$ cat config.mk
export PLATFORM = sky130hd
export DESIGN_NAME = rx_demodulator
export DESIGN_NICKNAME = d
export VERILOG_FILES = /design/src/rtl/rx_pkg.sv /design/src/rtl/rx_bit_correlator.sv /design/src/rtl/rx_demodulator.sv
export SDC_FILE = /design/constraint.sdc
export NUM_CORES = 2
export LEC_CHECK = 0
export BUFFER_PORTS_ARGS = -buffer_cell sky130_fd_sc_hd__buf_2
export CAP_MARGIN = 25
export CORE_ASPECT_RATIO = 2
export CORE_MARGIN = 8
export CORE_UTILIZATION = 25
export CTS_CLUSTER_DIAMETER = 150
export DETAILED_ROUTE_END_ITERATION = 10
export GPL_TIMING_DRIVEN = 0
export SYNTH_ARGS = -nofsm -noshare
export SYNTH_HDL_FRONTEND = slang
export SYNTH_SLANG_ARGS = --single-unit
$ cat constraint.sdc
create_clock -name crx_clk -period 3.2 [get_ports crx_clk]
set_clock_uncertainty 0.2 [all_clocks]
set_input_delay 0 -clock crx_clk [delete_from_list [all_inputs] [get_ports crx_clk]]
set_output_delay 0 -clock crx_clk [all_outputs]
set_load 0.01 [all_outputs]
$ cat src/rtl/rx_pkg.sv
// Shared constants, FSM encoding and carrier template for the receive demodulator.
// Pure definitions; no latency, no flow control.
package rx_pkg;

    localparam int SAMPLES_PER_CYCLE_DEF = 8;
    localparam int CYCLES_PER_BIT_DEF    = 5;
    localparam int NBITS_DEF             = 1024;
    localparam int CONF_MARGIN_DEF       = 8;

    localparam int SAMPLES_PER_BIT = SAMPLES_PER_CYCLE_DEF * CYCLES_PER_BIT_DEF;
    localparam int SCORE_W         = $clog2(SAMPLES_PER_BIT + 1);
    localparam int LOWCONF_W       = 11;

    localparam logic [1:0] ST_IDLE = 2'd0;
    localparam logic [1:0] ST_RUN  = 2'd1;
    localparam logic [1:0] ST_DONE = 2'd2;

    // A '1' bit is high for the first half of every carrier period.
    function automatic logic template_bit(input int unsigned phase, input int unsigned spc);
        return (phase < (spc / 2));
    endfunction

endpackage

$ cat src/rtl/rx_bit_correlator.sv
// Counts samples matching the '1' template over one bit; o_match is the current sample.
// Accumulator updates one cycle after an enabled sample; frozen while i_enable is low.
module rx_bit_correlator
    import rx_pkg::*;
#(
    parameter int SAMPLES_PER_CYCLE = SAMPLES_PER_CYCLE_DEF,
    parameter int PH_W              = $clog2(SAMPLES_PER_CYCLE_DEF)
) (
    input  logic               i_clk,
    input  logic               i_rst_n,
    input  logic [PH_W-1:0]    i_phase,
    input  logic               i_sample,
    input  logic               i_enable,
    input  logic               i_clear,
    output logic               o_match,
    output logic [SCORE_W-1:0] o_match_count
);

    logic [SCORE_W-1:0] r_acc;
    logic               w_template;

    assign w_template    = template_bit(32'(i_phase), SAMPLES_PER_CYCLE);
    assign o_match       = (i_sample == w_template);
    assign o_match_count = r_acc;

    // Clear wins over enable so the last sample of a bit never leaks into the next one.
    always_ff @(posedge i_clk) begin
        if (!i_rst_n) begin
            r_acc <= '0;
        end else if (i_clear) begin
            r_acc <= '0;
        end else if (i_enable) begin
            r_acc <= r_acc + SCORE_W'(o_match);
        end
    end

endmodule

$ cat src/rtl/rx_demodulator.sv
// Recovers a frame of bits from the sampled carrier by template correlation; obit_valid 1 cycle after a bit's last sample.
// ienable low freezes all state and suppresses strobes; no other backpressure.
module rx_demodulator
    import rx_pkg::*;
#(
    parameter int SAMPLES_PER_CYCLE = SAMPLES_PER_CYCLE_DEF,
    parameter int CYCLES_PER_BIT    = CYCLES_PER_BIT_DEF,
    parameter int NBITS             = NBITS_DEF,
    parameter int CONF_MARGIN       = CONF_MARGIN_DEF
) (
    input  logic                 crx_clk,
    input  logic                 rrx_rst,
    input  logic                 ienable,
    input  logic                 istart_interrupt,
    input  logic                 isample,
    output logic                 obit,
    output logic                 obit_valid,
    output logic [SCORE_W-1:0]   oscore,
    output logic [NBITS-1:0]     obinary_sequence,
    output logic [LOWCONF_W-1:0] olow_conf_count,
    output logic                 obusy,
    output logic                 odone
);

    localparam int SPB   = SAMPLES_PER_CYCLE * CYCLES_PER_BIT;
    localparam int HALF  = SPB / 2;
    localparam int PH_W  = $clog2(SAMPLES_PER_CYCLE);
    localparam int PER_W = $clog2(CYCLES_PER_BIT);
    localparam int BIT_W = $clog2(NBITS);

    logic [1:0]           r_state;
    logic [PH_W-1:0]      r_phase;
    logic [PER_W-1:0]     r_period;
    logic [BIT_W-1:0]     r_bit_idx;
    logic                 r_bit;
    logic                 r_bit_valid;
    logic [SCORE_W-1:0]   r_score;
    logic [NBITS-1:0]     r_seq;
    logic [LOWCONF_W-1:0] r_low_cnt;
    logic                 r_done;

    logic                 w_run_en;
    logic                 w_start;
    logic                 w_phase_last;
    logic                 w_period_last;
    logic                 w_bit_last;
    logic                 w_bit_end;
    logic                 w_match;
    logic [SCORE_W-1:0]   w_match_count;
    logic [SCORE_W-1:0]   w_score;
    logic                 w_decision;
    logic                 w_low_conf;

    assign w_run_en      = (r_state == ST_RUN) && ienable;
    assign w_start       = (r_state == ST_IDLE) && ienable && istart_interrupt;
    assign w_phase_last  = (r_phase == PH_W'(SAMPLES_PER_CYCLE - 1));
    assign w_period_last = (r_period == PER_W'(CYCLES_PER_BIT - 1));
    assign w_bit_last    = (r_bit_idx == BIT_W'(NBITS - 1));
    assign w_bit_end     = w_run_en && w_phase_last && w_period_last;

    rx_bit_correlator #(
        .SAMPLES_PER_CYCLE (SAMPLES_PER_CYCLE),
        .PH_W              (PH_W)
    ) u_corr (
        .i_clk         (crx_clk),
        .i_rst_n       (rrx_rst),
        .i_phase       (r_phase),
        .i_sample      (isample),
        .i_enable      (w_run_en),
        .i_clear       (w_start || w_bit_end),
        .o_match       (w_match),
        .o_match_count (w_match_count)
    );

    // Score includes the sample being taken this cycle, so the decision lands one cycle after it.
    assign w_score    = w_match_count + SCORE_W'(w_match);
    assign w_decision = (w_score >= SCORE_W'(HALF));
    assign w_low_conf = (w_score > SCORE_W'(HALF - CONF_MARGIN)) &&
                        (w_score < SCORE_W'(HALF + CONF_MARGIN));

    always_ff @(posedge crx_clk) begin
        if (!rrx_rst) begin
            r_state     <= ST_IDLE;
            r_phase     <= '0;
            r_period    <= '0;
            r_bit_idx   <= '0;
            r_bit       <= 1'b0;
            r_bit_valid <= 1'b0;
            r_score     <= '0;
            r_seq       <= '0;
            r_low_cnt   <= '0;
            r_done      <= 1'b0;
        end else begin
            r_bit_valid <= 1'b0;
            r_done      <= 1'b0;
            case (r_state)
                ST_IDLE: begin
                    if (w_start) begin
                        r_state   <= ST_RUN;
                        r_phase   <= '0;
                        r_period  <= '0;
                        r_bit_idx <= '0;
                        r_seq     <= '0;
                        r_low_cnt <= '0;
                    end
                end
                ST_RUN: begin
                    if (ienable) begin
                        if (w_phase_last) begin
                            r_phase <= '0;
                            if (w_period_last) begin
                                r_period <= '0;
                            end else begin
                                r_period <= r_period + PER_W'(1);
                            end
                        end else begin
                            r_phase <= r_phase + PH_W'(1);
                        end
                    end
                    if (w_bit_end) begin
                        r_bit              <= w_decision;
                        r_bit_valid        <= 1'b1;
                        r_score            <= w_score;
                        r_seq[r_bit_idx]   <= w_decision;
                        if (w_low_conf && (r_low_cnt != '1)) begin
                            r_low_cnt <= r_low_cnt + LOWCONF_W'(1);
                        end
                        if (w_bit_last) begin
                            r_state <= ST_DONE;
                        end else begin
                            r_bit_idx <= r_bit_idx + BIT_W'(1);
                        end
                    end
                end
                ST_DONE: begin
                    r_state <= ST_IDLE;
                    r_done  <= 1'b1;
                end
                default: begin
                    r_state <= ST_IDLE;
                end
            endcase
        end
    end

    assign obit             = r_bit;
    assign obit_valid       = r_bit_valid;
    assign oscore           = r_score;
    assign obinary_sequence = r_seq;
    assign olow_conf_count  = r_low_cnt;
    assign obusy            = (r_state == ST_RUN);
    assign odone            = r_done;

endmodule

# == Yosys cells after proc, flatten, opt, wreduce, memory -nomap -nowiden ==
# Cells that the tools add are included.
# op_classes
div,0
shift,0
magnitude_cmp,6
n_bitwise,1
n_addsub,5
eq_ne,14
multipliers,0
n_reduce_logical,20
mux,28
# op_table
cell,n
1024-bit two-way mux,2
1024-bit one-hot mux with 2 select lines,1
1024-bit bitwise mux,1
11-bit two-way mux,3
10-bit two-way mux,3
11-bit one-hot mux with 2 select lines,1
10-bit one-hot mux with 2 select lines,1
3-bit two-way mux,6
3-bit one-hot mux with 2 select lines,2
4-bit AND reduction,3
"11-bit by 1-bit adder with 11-bit output, second input constant",1
"10-bit by 11-bit less-than comparator with 1-bit output, second input constant",1
"11-bit inequality test, second input constant",1
"10-bit by 1-bit adder with 10-bit output, second input constant",1
1-bit demux with 10-bit select,1
"10-bit equality test, second input constant",1
"10-bit by 1-bit >= comparator with 1-bit output, second input constant",1
3-bit AND reduction,3
1-bit logical AND,8
"2-bit by 1-bit inequality test with 1-bit output, second input constant",4
"3-bit by 1-bit adder with 3-bit output, second input constant",2
6-bit by 1-bit adder with 6-bit output,1
"3-bit equality test, second input constant",2
"6-bit by 5-bit >= comparator with 1-bit output, second input constant",1
other kinds (16),23
# totals
register_bits,1068
n_memories,0
output_inout_bits,1045
mem_bits_ro,0
mem_bits_rw,0
word_cells,85
inputBits,5
latch_bits,0

# == Longest topological paths before layout ==
# depth
word_depth,9
depth_mapped,14
mapped_depth_nobuf,9

# == Modules after synthesis ==
# Synthesis repeated with hierarchy kept, for this count alone.
# unflattened
hier_cells,6174
hier_area_um2,48151.2
# modules_own_cells
module,cells_per_inst,n_inst,area_each_um2,seq_area_each_um2
rx_demodulator,6147,1,47883.4,21260.4
rx_bit_correlator,27,1,267.8,120.1

# == Worst setup path after synthesis ==
# No wires, ideal clock.
# synth_path
path_kind,reg2reg
start,register r_phase[2]
end,register r_seq[864] (netlist: obinary_sequence[864])
path_slack_ns,0.127
path_stages_with_launch,11
arrival_time_ns,2.740
n_path_buf,3
synth_period_minus_slack_ns,3.073
setup_ns,0.132
required_ns,2.868
cell_sequence,dfxtp_1 > xor2_1 > ha_1 > ha_1 > buf_2 > o311ai_2 > buf_2 > a21oi_1 > nor2b_1 > clkbuf_1 > a21oi_1
# synth_between
elab_chain_cells,7
elab_cells_between_ends,12
cone_classes,add/sub (1); order compare (2); eq/ne (3); mux (3); reduce/logical (3)
# synth_lines
element,line_no,source
from (decl),rx_demodulator.sv:32,logic [PH_W-1:0] r_phase;
from (signal assigned),rx_demodulator.sv:117,r_phase <= r_phase + PH_W'(1);
3-bit less-than comparator,rx_pkg.sv:20,return (phase < (spc / 2));
1-bit equality test,rx_bit_correlator.sv:23,assign o_match = (i_sample == w_template);
6-bit by 1-bit adder with 6-bit output,rx_demodulator.sv:76,assign w_score = w_match_count + SCORE_W'(w_match);
6-bit by 5-bit >= comparator with 1-bit output,rx_demodulator.sv:77,assign w_decision = (w_score >= SCORE_W'(HALF));
1024-bit bitwise mux,rx_demodulator.sv:124,r_seq[r_bit_idx] <= w_decision;
1024-bit two-way mux,rx_demodulator.sv:120,if (w_bit_end) begin
1024-bit one-hot mux with 2 select lines,rx_demodulator.sv:96,case (r_state)
"to (signal, indexed assignment)",rx_demodulator.sv:124,
to (decl),rx_demodulator.sv:38,logic [NBITS-1:0] r_seq;
# Parallel ways exist; a longest one is shown, timed or not. The select of a mux whose other input is x is not followed.
# A chain may end at the register's enable or synchronous reset.

# == Worst setup path after layout ==
# layout_path
start,register r_bit_idx[8]
end,register r_seq[329] (netlist: obinary_sequence[329])
# layout_between
elab_chain_cells,7
elab_cells_between_ends,8
cone_classes,order compare (2); mux (5); reduce/logical (1)
# layout_lines
element,line_no,source
from (decl),rx_demodulator.sv:34,logic [BIT_W-1:0] r_bit_idx;
from (signal assigned),rx_demodulator.sv:131,r_bit_idx <= r_bit_idx + BIT_W'(1);
10-bit by 11-bit less-than comparator with 1-bit output (implied by the code) or 10-bit by 1-bit >= comparator with 1-bit output (tied branches),rx_demodulator.sv:124,
1-bit logical AND (implied by the code),rx_demodulator.sv:124,
1-bit two-way mux (implied by the code),rx_demodulator.sv:124,
1-bit demux with 10-bit select *,rx_demodulator.sv:124,
1024-bit bitwise mux *,rx_demodulator.sv:124,
1024-bit two-way mux *,rx_demodulator.sv:120,
1024-bit one-hot mux with 2 select lines *,rx_demodulator.sv:96,
# Mark *: on every way between the ends. The rest lies on a longest branch, timed or not. The select of a mux whose other input is x is not followed.

==> impl_metrics.py <==
metrics = {
    "outcome": {
        "status": "finished with violations",
        "violations": "setup timing",
    },
    "die": {
        "coreArea_mm2": 0.194,
        "chipWidth_um": 328,
        "die_area_mm2": 0.210,
        "fp-row-count": 229,
        "die_y_um": 640,
        "boundaryPins": 1050,
        "initial_core_util_pct": 25.1,
    },
    "drt": {
        "avgRoutedWirePerCell_um": 38.9,
        "drt-total-wl_mm": 399,
        "drc": 0,
        "ant_nets": 0,
        "vias_per_cell": 5.89,
        "drtIter0Drc": 9464,
        "dr_total_vias": 60400,
        "dr.pass1.iters": 6,
    },
    "logic_synthesis": {
        "ys_seq_area_share_pct": 43.9,
        "ys_ff_latch": 1068,
        "ys.warnings.count": 0,
        "syn_avg_cell_area_um2": 7.80,
        "synthesis.nets": 6257,
        "async_reset_ff_share_pct": 0,
        "synthCells": 6241,
        "ys_types": 54,
        "syn_area_mm2": 0.0487,
        "synthFlopType": "dfxtp_1",
        "synth-edff-count": 0,
    },
    "clock_tree": {
        "insertion_delay_ns": 0.82,
        "clkTransAtPathRegs_ns": 0.07,
        "numCtsBuffers": 111,
        "tritoncts": "done",
        "cts_root_buf": "clkbuf_16",
        "clk_path_buf_depth": 3,
        "htreeDepth": 3,
        "cts.sinks": 1068,
    },
    "place": {
        "io_buffers": 1049,
        "detailed_place_hpwl_mm": 311,
        "gp_congestion": 1.02,
        "dp_cells": 9977,
    },
    "timing": {
        "setup_violations": 25,
        "finalMaxSlewViolations": 0,
        "fmax_mhz": 307,
        "rsz0062_at_grt": "yes",
        "maxSlewHeadroom_pct": 19.4,
        "setup_ws_ns": -0.0612,
        "setup_tns_ns": -0.380,
        "hold_viol_final": 0,
        "finalCritPeriodShare_pct": 102,
        "period_minus_slack_ns": 3.26,
        "worstMarginPinSlew_ns": 1.21,
    },
    "setup_path": {
        "ff2ff_setup_slack_ns": -0.06,
        "r2r-start": "r_bit_idx[8]$_SDFFE_PN0P_",
        "r2r-end": "obinary_sequence[329]$_SDFFE_PN0P_",
        "cp.required_ns": 3.68,
        "rr_worst_depth": 8,
        "cp.depth": 8,
        "worstPathCellList": "clkbuf_1 > nand3b_1 > buf_4 > nor2_2 > clkbuf_1 > a21oi_1 > o21ai_0 > a21boi_0",
        "critical_path.max_stage_delay_ns": 0.63,
        "cp-startpoint": "r_bit_idx[8]$_SDFFE_PN0P_",
        "cp-end-kind": "flop",
        "crit_buf_inv": 3,
        "path_max_fanout": 10,
        "crit_family": "buffers and inverters",
        "critPathLaunchType": "flop",
        "critPathKind": "reg -> reg",
        "worstPathArrival_ns": 3.74,
        "critPathMostFrequentCell": "clkbuf_1",
        "cpMaxStageDelayCell": "clkbuf_1",
    },
    "worst_hold_path": {
        "hp-start": "ienable",
        "holdPathEnd": "r_state[0]$_SDFFE_PN0P_",
        "min_path_cells": 4,
        "worstHoldPathType": "in -> reg",
    },
    "finish": {
        "nets": 7641,
        "post-route-util_pct": 33.7,
        "syn_to_final_growth_pct": 34.4,
        "layout-drive-gt1-share_pct": 23.5,
        "fin_cells": 10300,
    },
    "flow_run": {
        "cap_violations": 0,
    },
    "power_and_ir_drop": {
        "p_comb_share_pct": 5.8,
        "p_sw_mw": 7.56,
        "power.density_mw_per_mm2": 438,
        "p_leak_nw": 25.8,
        "sw_frac_of_total_pct": 26.4,
        "internal_power_mw": 21.1,
        "power_frac_seq_pct": 46.5,
        "vdd_ir_drop_max_uv": 513,
        "clkPwrFrac_pct": 47.7,
    },
    "global_route": {
        "grt_pass1_vias": 55000,
        "gr-total-overflow": 0,
        "grt_pass1_wl_mm": 514,
        "grt_max_degree": 17,
        "grt_use_total_pct": 35.6,
        "antenna_found_initial": 12,
    },
}
-- tightest hold or removal path, stage by stage --
cell	delay, ns
dlygate4sd3_1	0.59
buf_2	0.19
a21oi_1	0.20
nor4b_1	0.07
-- worst max-delay path by stage --
stage / end / slack (ns)
floorplan: obinary_sequence[864]$_SDFFE_PN0P_ / 0.13
CTS: obinary_sequence[799]$_SDFFE_PN0P_ / -0.15
finish: obinary_sequence[329]$_SDFFE_PN0P_ / -0.06
global route: obinary_sequence[278]$_SDFFE_PN0P_ / -0.03
global placement: obinary_sequence[866]$_SDFFE_PN0P_ / -2.51
detailed placement: obinary_sequence[867]$_SDFFE_PN0P_ / -1.72
-- power groups by stage --
stage | Sequential [mW] | Combinational [mW] | Clock (mW)
finish | 13.3 | 1.67 | 13.6
global route | 13.3 | 1.74 | 14.0
CTS | 13.3 | 1.59 | 13.5
detailed placement | 13.6 | 1.56 | 0
global placement | 13.6 | 1.54 | 0
floorplan | 13.6 | 0.972 | 0
-- routing by layer --
metal	track usage, %	up-vias	routed length (µm)
met5	0.116	-	26
met4	37.1	4	55000
met3	17.8	1494	62600
met2	53.7	5205	165000
met1	34.0	28900	116000
li1	-	24800	-
-- placed cells by master, fill, tap and decap left out, types with 6 or more instances in the layout --
| cell | count |
|---|---|
| a2111oi_4 | 15 |
| a21boi_0 | 437 |
| a21boi_1 | 552 |
| a21boi_2 | 6 |
| a21oi_1 | 1018 |
| a22oi_1 | 33 |
| and3_1 | 10 |
| buf_1 | 6 |
| buf_12 | 10 |
| buf_16 | 16 |
| buf_2 | 1065 |
| buf_4 | 81 |
| buf_6 | 25 |
| buf_8 | 132 |
| clkbuf_1 | 582 |
| clkbuf_16 | 120 |
| clkbuf_2 | 138 |
| clkbuf_4 | 28 |
| clkbuf_8 | 37 |
| clkinv_2 | 18 |
| dfxtp_1 | 1066 |
| diode_2 | 8 |
| dlygate4sd3_1 | 6 |
| ha_1 | 9 |
| inv_1 | 10 |
| nand2_1 | 538 |
| nand2b_1 | 11 |
| nand3_1 | 525 |
| nand3_2 | 7 |
| nand4_1 | 9 |
| nor2_1 | 24 |
| nor2_2 | 44 |
| nor2_4 | 16 |
| nor2b_1 | 10 |
| o21ai_0 | 984 |
| xor2_1 | 8 |
-- kinds of logic (layout without fill, tap and decap cells) --
group	Yosys count	in the layout	share of synthesized area [%]
xor+xnor	13	13	0.234
other cells	0	8	0
flops	1068	1068	43.9
buf+inv	824	2297	6.49
simple gates	1243	1243	11.5
compound gates	3079	3079	37.5
fa+ha+maj	11	11	0.283
mux	3	3	0.0617
-- synthesized netlist by cell type, types with 7 or more instances --
cell type     n  area [µm²]
o21ai_0     984        4920
a21oi_1    1020        5100
nor2b_1      11        68.8
buf_2        52         260
buf_1        15        56.3
inv_1        11        41.3
nand3_1     534        2670
nand2b_1     12        75.1
a21boi_0    479        3600
and3_1       10        62.6
ha_1         11         138
nor2_1       84         315
a2111oi_2    13         195
and2_1        7        43.8
xor2_1        9        78.8
nand2_1     542        2030
nand4_1       9        56.3
a21boi_1    516        3870
clkbuf_1    746        2800
a22oi_1      33         248
dfxtp_1    1068       21400
-- layout make-up --
| class | instances | area [µm²] |
|---|---|---|
| inverters | 11 | 41.3 |
| diodes | 8 | 20.0 |
| well taps | 2541 | 3180 |
| flip-flops and latches | 1068 | 21400 |
| repair buffers | 1276 | 8460 |
| fillers | 20600 | 129000 |
| plain buffers | 808 | 3880 |
| multi-input cells | 4349 | 24800 |
| clock buffers | 167 | 3250 |
| clock inverters | 35 | 384 |
-- state kept, by name, summed over array words and instances (netlist names) --
signal / count
r_state: 2
u_corr.o_match_count: 6
r_phase: 3
obit_valid: 1
obinary_sequence: 1024
r_bit_idx: 10
oscore: 6
r_period: 3
odone: 1
obit: 1
olow_conf_count: 11
-- repair_timing --
item	CTS	global route
resized for setup	325	329
setup buffers	52	9
cloned	3	8
hold buffers	6	0
endpoints found under the hold margin	29	0
setup endpoints to repair	1047	978
pin swaps	28	50
-- stage by stage --
step / hold WS [ns] / area [µm²] / total power, mW / worst slack, ns
after detailed placement: 0.215 / 59500 / 15.2 / -1.72
after floorplan: 0.00491 / 48700 / 14.6 / 0.127
after global routing: 0.108 / 65400 / 29.1 / -0.0340
final: 0.0920 / 65400 / 28.6 / -0.0612
after CTS: 0.0801 / 64600 / 28.4 / -0.151
after global placement: 0.216 / 57100 / 15.1 / -2.51
No activity file was read; power rests on OpenSTA's default activity.
